**config.mk**
```make
export PLATFORM = sky130hd
export DESIGN_NAME = hazard_unit
export DESIGN_NICKNAME = d
export VERILOG_FILES = /design/src/rtl/hazard_unit.sv
export SDC_FILE = /design/constraint.sdc
export NUM_CORES = 1
export LEC_CHECK = 0
export ABC_AREA = 0
export CAP_MARGIN = 20
export CORE_ASPECT_RATIO = 0.9
export CORE_UTILIZATION = 48
export DETAILED_ROUTE_END_ITERATION = 10
export GPL_ROUTABILITY_DRIVEN = 0
export HOLD_SLACK_MARGIN = 0.03
export PLACE_DENSITY = 0.8
export RECOVER_POWER = 100
export SYNTH_ARGS = -nofsm -noshare
export SYNTH_HDL_FRONTEND = slang
export SYNTH_SLANG_ARGS = --single-unit
```
**constraint.sdc**
```tcl
create_clock -name CLK -period 2.8 [get_ports CLK]
set_input_delay 0.56 -clock CLK [delete_from_list [all_inputs] [get_ports CLK]]
set_output_delay 0.56 -clock CLK [all_outputs]
set_load 0.05 [all_outputs]
```
**src/rtl/hazard_unit.sv**
```systemverilog
`default_nettype none
// ============================================================================
// Module      : hazard_unit
// Description : Hazard detection and forwarding control for a 5-stage MIPS
//               pipeline. Tracks the M/W destination fields internally,
//               drives execute/decode forward selects and the fetch/decode
//               stall plus execute flush, and counts stall cycles.
// Revision    : 1.0 - initial release
// ============================================================================
module hazard_unit #(
    parameter int REG_ADDR_WIDTH = 5,
    parameter int FWD_WIDTH      = 2,
    parameter int CNT_WIDTH      = 16
) (
    input  logic                      CLK,
    input  logic                      RST,
    input  logic [REG_ADDR_WIDTH-1:0] RsD,
    input  logic [REG_ADDR_WIDTH-1:0] RtD,
    input  logic                      BranchD,
    input  logic [REG_ADDR_WIDTH-1:0] RsE,
    input  logic [REG_ADDR_WIDTH-1:0] RtE,
    input  logic [REG_ADDR_WIDTH-1:0] WriteRegE,
    input  logic                      RegWriteE,
    input  logic                      MemtoRegE,
    input  logic                      CountClr,
    output logic [FWD_WIDTH-1:0]      ForwardAE,
    output logic [FWD_WIDTH-1:0]      ForwardBE,
    output logic                      ForwardAD,
    output logic                      ForwardBD,
    output logic                      StallF,
    output logic                      StallD,
    output logic                      FlushE,
    output logic [CNT_WIDTH-1:0]      StallCount
);

    // Forward-select encodings for the execute-stage 4:1 muxes (11 unused)
    localparam logic [FWD_WIDTH-1:0] C_FWD_RF = '0;
    localparam logic [FWD_WIDTH-1:0] C_FWD_W  = FWD_WIDTH'(1);
    localparam logic [FWD_WIDTH-1:0] C_FWD_M  = FWD_WIDTH'(2);

    // Pipeline-tracking flops (shadow copies of the M and W stage fields)
    logic [REG_ADDR_WIDTH-1:0] write_reg_m_q, write_reg_m_d;
    logic                      reg_write_m_q, reg_write_m_d;
    logic                      mem_to_reg_m_q, mem_to_reg_m_d;
    logic [REG_ADDR_WIDTH-1:0] write_reg_w_q, write_reg_w_d;
    logic                      reg_write_w_q, reg_write_w_d;
    logic [CNT_WIDTH-1:0]      stall_count_q, stall_count_d;

    // Hit terms; register $0 never matches
    logic w_m_hit_rs_e, w_m_hit_rt_e, w_w_hit_rs_e, w_w_hit_rt_e;
    logic w_m_hit_rs_d, w_m_hit_rt_d, w_e_hit_rs_d, w_e_hit_rt_d;
    logic w_lw_stall, w_branch_stall, w_stall;

    // Next-state of the tracking flops: they follow the pipeline unconditionally
    always_comb begin
        write_reg_m_d  = WriteRegE;
        reg_write_m_d  = RegWriteE;
        mem_to_reg_m_d = MemtoRegE;
        write_reg_w_d  = write_reg_m_q;
        reg_write_w_d  = reg_write_m_q;
    end

    // Tracking flops with synchronous active-low reset
    always_ff @(posedge CLK) begin
        if (!RST) begin
            write_reg_m_q  <= '0;
            reg_write_m_q  <= 1'b0;
            mem_to_reg_m_q <= 1'b0;
            write_reg_w_q  <= '0;
            reg_write_w_q  <= 1'b0;
        end else begin
            write_reg_m_q  <= write_reg_m_d;
            reg_write_m_q  <= reg_write_m_d;
            mem_to_reg_m_q <= mem_to_reg_m_d;
            write_reg_w_q  <= write_reg_w_d;
            reg_write_w_q  <= reg_write_w_d;
        end
    end

    // Register-match detection against the E, M and W producers
    always_comb begin
        w_m_hit_rs_e = (RsE != '0) && (RsE == write_reg_m_q) && reg_write_m_q;
        w_m_hit_rt_e = (RtE != '0) && (RtE == write_reg_m_q) && reg_write_m_q;
        w_w_hit_rs_e = (RsE != '0) && (RsE == write_reg_w_q) && reg_write_w_q;
        w_w_hit_rt_e = (RtE != '0) && (RtE == write_reg_w_q) && reg_write_w_q;
        w_m_hit_rs_d = (RsD != '0) && (RsD == write_reg_m_q) && reg_write_m_q;
        w_m_hit_rt_d = (RtD != '0) && (RtD == write_reg_m_q) && reg_write_m_q;
        w_e_hit_rs_d = (RsD != '0) && (RsD == WriteRegE) && RegWriteE;
        w_e_hit_rt_d = (RtD != '0) && (RtD == WriteRegE) && RegWriteE;
    end

    // Load-use and branch-operand stall decisions
    always_comb begin
        w_lw_stall     = MemtoRegE && RegWriteE && (WriteRegE != '0) &&
                         ((WriteRegE == RsD) || (WriteRegE == RtD));
        w_branch_stall = BranchD &&
                         (w_e_hit_rs_d || w_e_hit_rt_d ||
                          (mem_to_reg_m_q && (w_m_hit_rs_d || w_m_hit_rt_d)));
        w_stall        = w_lw_stall || w_branch_stall;
    end

    // Output decode; everything is held low while reset is asserted
    always_comb begin
        ForwardAE  = C_FWD_RF;
        ForwardBE  = C_FWD_RF;
        ForwardAD  = 1'b0;
        ForwardBD  = 1'b0;
        StallF     = 1'b0;
        StallD     = 1'b0;
        FlushE     = 1'b0;
        StallCount = '0;
        if (RST) begin
            // M is the younger producer, so it wins over W
            if (w_m_hit_rs_e)      ForwardAE = C_FWD_M;
            else if (w_w_hit_rs_e) ForwardAE = C_FWD_W;
            if (w_m_hit_rt_e)      ForwardBE = C_FWD_M;
            else if (w_w_hit_rt_e) ForwardBE = C_FWD_W;
            ForwardAD  = w_m_hit_rs_d;
            ForwardBD  = w_m_hit_rt_d;
            StallF     = w_stall;
            StallD     = w_stall;
            FlushE     = w_stall;
            StallCount = stall_count_q;
        end
    end

    // Saturating stall counter next-state: clear wins over increment
    always_comb begin
        stall_count_d = stall_count_q;
        if (CountClr)
            stall_count_d = '0;
        else if (StallD && (stall_count_q != '1))
            stall_count_d = stall_count_q + CNT_WIDTH'(1);
    end

    // Stall counter flop
    always_ff @(posedge CLK) begin
        if (!RST) stall_count_q <= '0;
        else      stall_count_q <= stall_count_d;
    end

endmodule
`default_nettype wire

```
-- After elaboration in Yosys (flattened, before gate mapping)
Index checks and enable logic that the tools add are counted.
- bits of input ports: 31
- bits in registers: 29
- output and inout port bits: 25
- logic and storage cells: 62
- bitwise gates (word level): 1
- add/sub/neg operators: 1
- eq/ne operators: 11
- multiplexer cells: 10
- reduce and logical (&&, ||, !) cells: 33
- operators by type and width (cell ; count):
    5-bit == test ; 10
    5-bit nonzero test ; 5
    1-bit logical AND ; 22
    16-bit by 1-bit adder with 16-bit output, second input constant ; 1
    16-bit two-way mux ; 1
    16-bit inequality test, second input constant ; 1
    2-bit two-way mux ; 4
    1-bit logical OR ; 5
    1-bit two-way mux ; 5
    2-bit OR reduction ; 1
    1-bit inverter ; 1

-- Depth between registers and ports, before layout
Gate-level depths: netlist (run 1).
- word-level depth: 10
- gate-level depth with buffers: 11
- mapped depth without buffers: 8

-- Least setup slack after synthesis (run 1)
OpenSTA, ideal clock, no wires.
- path type: in2out
- start point: input port RsE[1]
- end point: output port ForwardAE[0]
- stages: 4
- buffers on the path: 0
- required time: 2240 ps
- arrival time: 2797 ps
- setup slack: -557 ps
- path through: or4_1 > nor2_1 > nor4_1 > nor4_1
- cells in the longest elaborated chain, start to end: 6
- elaborated cells between the ends (all ways): 10
- classes of those cells: eq/ne: 2; mux: 3; reduce/logical: 5
- RTL lines (element ; line ; RTL):
    start, declared ; 20 ; input logic [REG_ADDR_WIDTH-1:0] RsE,
    5-bit == test / 5-bit nonzero test (equally long branches) ; 84, 82 ;
    1-bit logical AND (2 in a row) ; 84 ; w_w_hit_rs_e = (RsE != '0) && (RsE == write_reg_w_q) && reg_write_w_q;
    1-bit two-way mux ; 115 ; else if (w_w_hit_rs_e) ForwardAE = C_FWD_W;
    2-bit two-way mux * ; 114 ; if (w_m_hit_rs_e) ForwardAE = C_FWD_M;
    2-bit two-way mux * ; 112 ; if (RST) begin
    end, declared ; 26 ; output logic [FWD_WIDTH-1:0] ForwardAE,
Every way passes the cells marked *; elsewhere a longest branch is shown, timed or not.

-- Final worst setup path (run 1)
- start point: input port RsD[1]
- end point: output port FlushE
- cells in the longest elaborated chain, start to end: 9
- elaborated cells between the ends (all ways): 17
- classes of those cells: eq/ne: 3; mux: 1; reduce/logical: 13
- RTL lines (element ; line ; RTL):
    start, declared ; 17 ; input logic [REG_ADDR_WIDTH-1:0] RsD,
    5-bit == test / 5-bit nonzero test (equally long branches) ; 86, 88 ;
    1-bit logical AND (2 in a row) ; 86 ; w_m_hit_rs_d = (RsD != '0) && (RsD == write_reg_m_q) && reg_write_m_q;
    1-bit logical OR ; 98 ; (mem_to_reg_m_q && (w_m_hit_rs_d || w_m_hit_rt_d)));
    1-bit logical AND ; 98 ;
    1-bit logical OR ; 97 ; (w_e_hit_rs_d || w_e_hit_rt_d ||
    1-bit logical AND ; 96 ; w_branch_stall = BranchD &&
    1-bit logical OR * ; 99 ; w_stall = w_lw_stall || w_branch_stall;
    1-bit two-way mux * ; 112 ;
    end, declared ; 32 ; output logic FlushE,
Marked as above.

==> results of run 1 <==
-- cells in the mapped netlist, drive strengths merged --
master,number
o31a,2
and4,1
nand4,10
o21ai,2
clkbuf,7
and2,35
o41ai,1
nor2b,2
o31ai,8
or3,2
nor2,5
mux2i,2
o22ai,1
xor2,8
a21oi,10
dfxtp,29
nor4,8
nand2,12
and3,4
xnor2,32
buf,14
o311ai,1
a41oi,1
nand2b,3
o21a,2
nand3,12
ha,1
nor3,5
o2111ai,3
or4,13
inv,3
-- area by class of cell --
| class | instances | share of cell area [%] |
|---|---|---|
| Multi-Input combinational cell | 186 | 43.9 |
| Timing Repair Buffer | 80 | 31.5 |
| Sequential cell | 29 | 18.9 |
| Clock buffer | 7 | 3.13 |
| Tap cell | 48 | 1.95 |
| Inverter | 3 | 0.529 |
| Clock inverter | 1 | 0.163 |
-- worst max path at each step --
stage | slack [ns] | end | cells after the start | startpoint
floorplan | 0.02 | StallD | 9 | RsD[1]
global placement | -0.16 | FlushE | 8 | RtD[1]
detailed placement | -0.17 | FlushE | 8 | RsD[2]
CTS | 0.003 | ForwardBE[1] | 7 | RtE[2]
global route | -0.08 | ForwardBE[0] | 6 | RtE[1]
finish | 0.01 | FlushE | 8 | RsD[1]
-- cell families (layout without fill, tap and decap cells) --
group	after synthesis	in the layout	share of synthesized area, %
buf+inv	24	91	8.75
compound gates	31	31	10.8
xor+xnor	40	40	17.3
flops	29	29	28.6
mux	2	2	0.986
fa+ha+maj	1	1	0.616
simple gates	112	112	33.0
-- report_power, final --
group / switching (mW) / leakage [nW] / internal [mW]
logic: 0.0810 / 0.818 / 0.0946
clock network: 0.161 / 0.0542 / 0.222
registers: 0.0138 / 0.236 / 0.422
-- layer usage --
metal  track usage [%]  vias up
li1                  -      982
met1              33.3      939
met2              39.8       63
met3              4.80       10
met4              9.50        0
met5                 0        -
-- critical path, stage by stage --
cell	delay [ns]
dlygate4sd2_1	0.24
or4_1	0.51
nor2_1	0.16
nor4_1	0.11
o2111ai_1	0.20
and3_4	0.24
inv_6	0.05
buf_8	0.14
-- state kept, by name (all words and copies together), names as in the netlist --
signal          flops
reg_write_m_q       1
stall_count_q      16
mem_to_reg_m_q      1
write_reg_m_q       5
reg_write_w_q       1
write_reg_w_q       5
-- metrics by stage --
| stage | cell area, um2 | util [%] | std cells | setup TNS, ns | hold slack, ns |
|---|---|---|---|---|---|
| floorplan | 2060 | - | 239 | 0 | 0.456 |
| global placement | 2880 | 70.8 | 343 | -1.11 | 0.473 |
| detailed placement | 2880 | 70.8 | 343 | -1.71 | 0.485 |
| CTS | 3040 | 74.6 | 353 | 0 | 0.498 |
| global route | 3080 | 75.5 | 354 | -0.519 | 0.530 |
| finish | 3080 | 75.5 | 354 | 0 | 0.503 |
-- what timing repair did --
action	CTS	global route
pin swaps	9	8
cloned	0	0
buffers inserted	2	1
endpoints found under the setup margin	5	15
gates resized for setup	29	11
==> flow_summary.ini, run 1 <==
[sta]
fin_crit_sh_pct = 99.6
setup_viol_count_final = 0
maxSlewViolCount = 0
setup_slack_ns = 0.0102
relSlewSlack_pct = 46.4
worst_pin_slew_ns = 0.804
skew_ns = 0.00887
period_needed_ns = 2.79
fmax_ghz = 0.358
hold_violations = 0
rsz0062_at_grt = yes

[worst_hold_path]
hold_start = stall_count_q[9]$_SDFFE_PP0P_
worstHoldEndpoint = stall_count_q[9]$_SDFFE_PP0P_
holdPathStages = 2
hold_class = register to register

[job]
drv_cap = 0

[clock_tree]
clkSinkCount = 29
worstSkewPairLatency_ns = 0.29
h-tree-depth = 2
clk_pin_slew_ns = 0.06
ctsHoldBuffers = 0
max-clock-path-buffers = 2
cts_root_buf = clkbuf_8
tritoncts = yes
cts_buffers = 5

[yosys]
synth_area_um2 = 2030
ys_warn_count = 0
syn_inst = 239
yosysSeqAreaShare_pct = 28.6
syn_nets = 271
synth_top_area_share_pct = 28.6
synth_area_leader_cell = dfxtp_1
ys_types = 36
avgSynthCellArea_um2 = 8.50
ys_seq_elements = 29
synth.area.top_cells = dfxtp_1 29%, xnor2_1 14%, and2_1 10%

[die]
initial_core_util_pct = 49.8
die_h_um = 63.7
core_area_um2 = 4070
dieWidth_um = 70.6
rows = 22
die_area_um2 = 4500
io_pins = 56

[worst_setup_path]
r2r_cells = 9
path_max_fanout = 5
crit_required_ns = 2.24
arrival_ns = 2.23
end_kind = output pin
critPathKind = input port to output pin
cp-start-kind = input port
r2r-end = stall_count_q[6]$_SDFFE_PP0P_
reg2reg_from = write_reg_m_q[0]$_SDFF_PN0_
regToRegSetupSlack_ns = 0.15

[outcome]
status = complete, but fails checks
violations = design-rule violations

[power]
powerDensity_nw_per_um2 = 323
p_leak_nw = 1.11
irDropWorstVdd_v = 0.000178
power_mw = 0.993

[route]
drc = 10
met3WireLength_um = 241
ant_nets = 0
drt-pass1-iter-count = 7
wl_met1_um = 2430
drt-initial-drc-count = 173
wl_met2_um = 2600
wl_um = 5400
post_drt_wl_per_cell_um = 15.2
num_vias = 1994
via_per_inst = 5.63
highest-signal-layer = met4

[final_layout]
drive_above_1_share_pct = 24.2
regArea_um2 = 581
multiInputGateArea_um2 = 1350
nets = 337
n_antenna_cell = 0
layout_commonest_cell = xnor2_1
fillers = 277
area_growth_pct = 51.4
final_cell_mix = 32 x xnor2_1, 29 x dfxtp_1, 23 x buf_4, 22 x buf_12, 20 x and2_0

[grt]
grt_usage_pct = 24.9
grt_pass1_vias = 1858
grt_pass1_wl_um = 8710
overflow = 0
grt_antenna_before_repair = 0
grt_max_degree = 28

[placement]
dp_slack_ns = -0.174
dp_hpwl_um = 3770
place.port_buffers = 55
No activity file was read; power rests on OpenSTA's default activity.
==> run 2: changes to the inputs <==
--- a/config.mk
+++ b/config.mk
@@ -9,11 +9,13 @@
 export CAP_MARGIN = 20
 export CORE_ASPECT_RATIO = 0.9
 export CORE_UTILIZATION = 48
+export CTS_CLUSTER_SIZE = 24
 export DETAILED_ROUTE_END_ITERATION = 10
 export GPL_ROUTABILITY_DRIVEN = 0
 export HOLD_SLACK_MARGIN = 0.03
 export PLACE_DENSITY = 0.8
 export RECOVER_POWER = 100
+export SKIP_LAST_GASP = 1
 export SYNTH_ARGS = -nofsm -noshare
 export SYNTH_HDL_FRONTEND = slang
 export SYNTH_SLANG_ARGS = --single-unit
==> flow_summary.ini, run 2 (synthesized netlist as in run 1, its figures left out) <==
[outcome]
status = complete, but fails checks
violations = design-rule violations

[sta]
fin_crit_sh_pct = 98.3
hold_violations = 0
maxSlewViolCount = 0
worst_pin_slew_ns = 0.810
rsz0062_at_grt = no
fmax_ghz = 0.363
relSlewSlack_pct = 46.0
setup_viol_count_final = 0
whs_ns = 0.503
period_needed_ns = 2.75
skew_ns = 0.00843

[worst_setup_path]
path_max_fanout = 5
crit_required_ns = 2.24
end_kind = output pin
arrival_ns = 2.19
regToRegSetupSlack_ns = 0.34
cp-start-kind = input port
critPathKind = input port to output pin

[clock_tree]
h-tree-depth = 2
ctsHoldBuffers = 0
max-clock-path-buffers = 2
worstSkewPairLatency_ns = 0.29
cts_root_buf = clkbuf_8
tritoncts = yes
clkSinkCount = 29
cts_buffers = 5
clk_pin_slew_ns = 0.06

[grt]
overflow = 0
grt_pass1_vias = 1858
grt_usage_pct = 24.9
grt_max_degree = 28
grt_antenna_before_repair = 0
grt_pass1_wl_um = 8710

[final_layout]
nets = 337
fillers = 268
area_growth_pct = 52.9
drive_above_1_share_pct = 24.8
layout_commonest_cell = xnor2_1
top_regs = stall_count_q x16, write_reg_m_q x5, write_reg_w_q x5
n_antenna_cell = 0
largest_reg_flops = 16
final_core_util_pct = 76.2
final_area_um2 = 3110
final_cell_mix = 32 x xnor2_1, 29 x dfxtp_1, 23 x and2_0, 23 x buf_4, 22 x buf_12
regMostFlops = stall_count_q

[route]
via_per_inst = 5.67
ant_nets = 0
drt-pass1-iter-count = 7
wl_um = 5450
drc = 10
drt-initial-drc-count = 144
post_drt_wl_per_cell_um = 15.4
num_vias = 2008

[power]
power_mw = 0.995
p_leak_nw = 1.15
powerDensity_nw_per_um2 = 320
irDropWorstVdd_v = 0.000182

[job]
drv_cap = 0

[die]
initial_core_util_pct = 49.8
die_h_um = 63.7
io_pins = 56
rows = 22
die_area_um2 = 4500
core_area_um2 = 4070
dieWidth_um = 70.6

[placement]
place_area_um2 = 2880
dp_hpwl_um = 3770
place.port_buffers = 55

[worst_hold_path]
hold_class = register to register
-- run 2: through the flow --
stage	TNS (ns)	std cells	worst slack, ns
floorplan	0	239	0.0199
global placement	-1.11	343	-0.156
detailed placement	-1.71	343	-0.174
CTS	-0.000228	353	-0.000228
global route	0	354	0.000334
finish	0	354	0.0477
-- run 2: critical path, stage by stage --
cell and delay [ns]:
dlygate4sd2_1 0.24, or4_4 0.52, nor2_4 0.12, nor3_2 0.06
o2111ai_1 0.23, and3_4 0.25, inv_6 0.05, buf_8 0.14
-- run 2: what timing repair did --
item / 4_1_cts / 5_1_grt
pin swaps: 9 / 11
endpoints found under the setup margin: 5 / 15
buffers inserted: 2 / 1
resized for setup: 28 / 18
-- run 2: worst paths after layout --
check,cells past startpoint,to,startpoint
setup / recovery,8,FlushE,RtD[2]
hold reg to reg,2,stall_count_q[9]$_SDFFE_PP0P_,stall_count_q[9]$_SDFFE_PP0P_
hold / removal,2,stall_count_q[9]$_SDFFE_PP0P_,stall_count_q[9]$_SDFFE_PP0P_
setup reg to reg,9,stall_count_q[6]$_SDFFE_PP0P_,write_reg_m_q[0]$_SDFF_PN0_
-- run 2: layout make-up --
cell class / count / area, um2 / area share [%]
Multi-Input combinational cell: 186 / 1370 / 44.0
Timing Repair Buffer: 80 / 981 / 31.6
Sequential cell: 29 / 581 / 18.7
Clock buffer: 7 / 96.3 / 3.10
Tap cell: 48 / 60.1 / 1.93
Inverter: 3 / 16.3 / 0.524
Clock inverter: 1 / 5.00 / 0.161
-- run 2: per-layer routing --
metal | GRT usage, % | share of wire, %
met2 | 39.8 | 48
met5 | 0 | 0
met1 | 33.3 | 45
met3 | 4.80 | 4.5
met4 | 9.50 | 2.3
-- run 2: report_power, final --
group / total [mW] / internal, mW / switching (mW)
sequential: 0.436 / 0.422 / 0.0139
combinational: 0.178 / 0.0944 / 0.0831
clock: 0.382 / 0.222 / 0.160
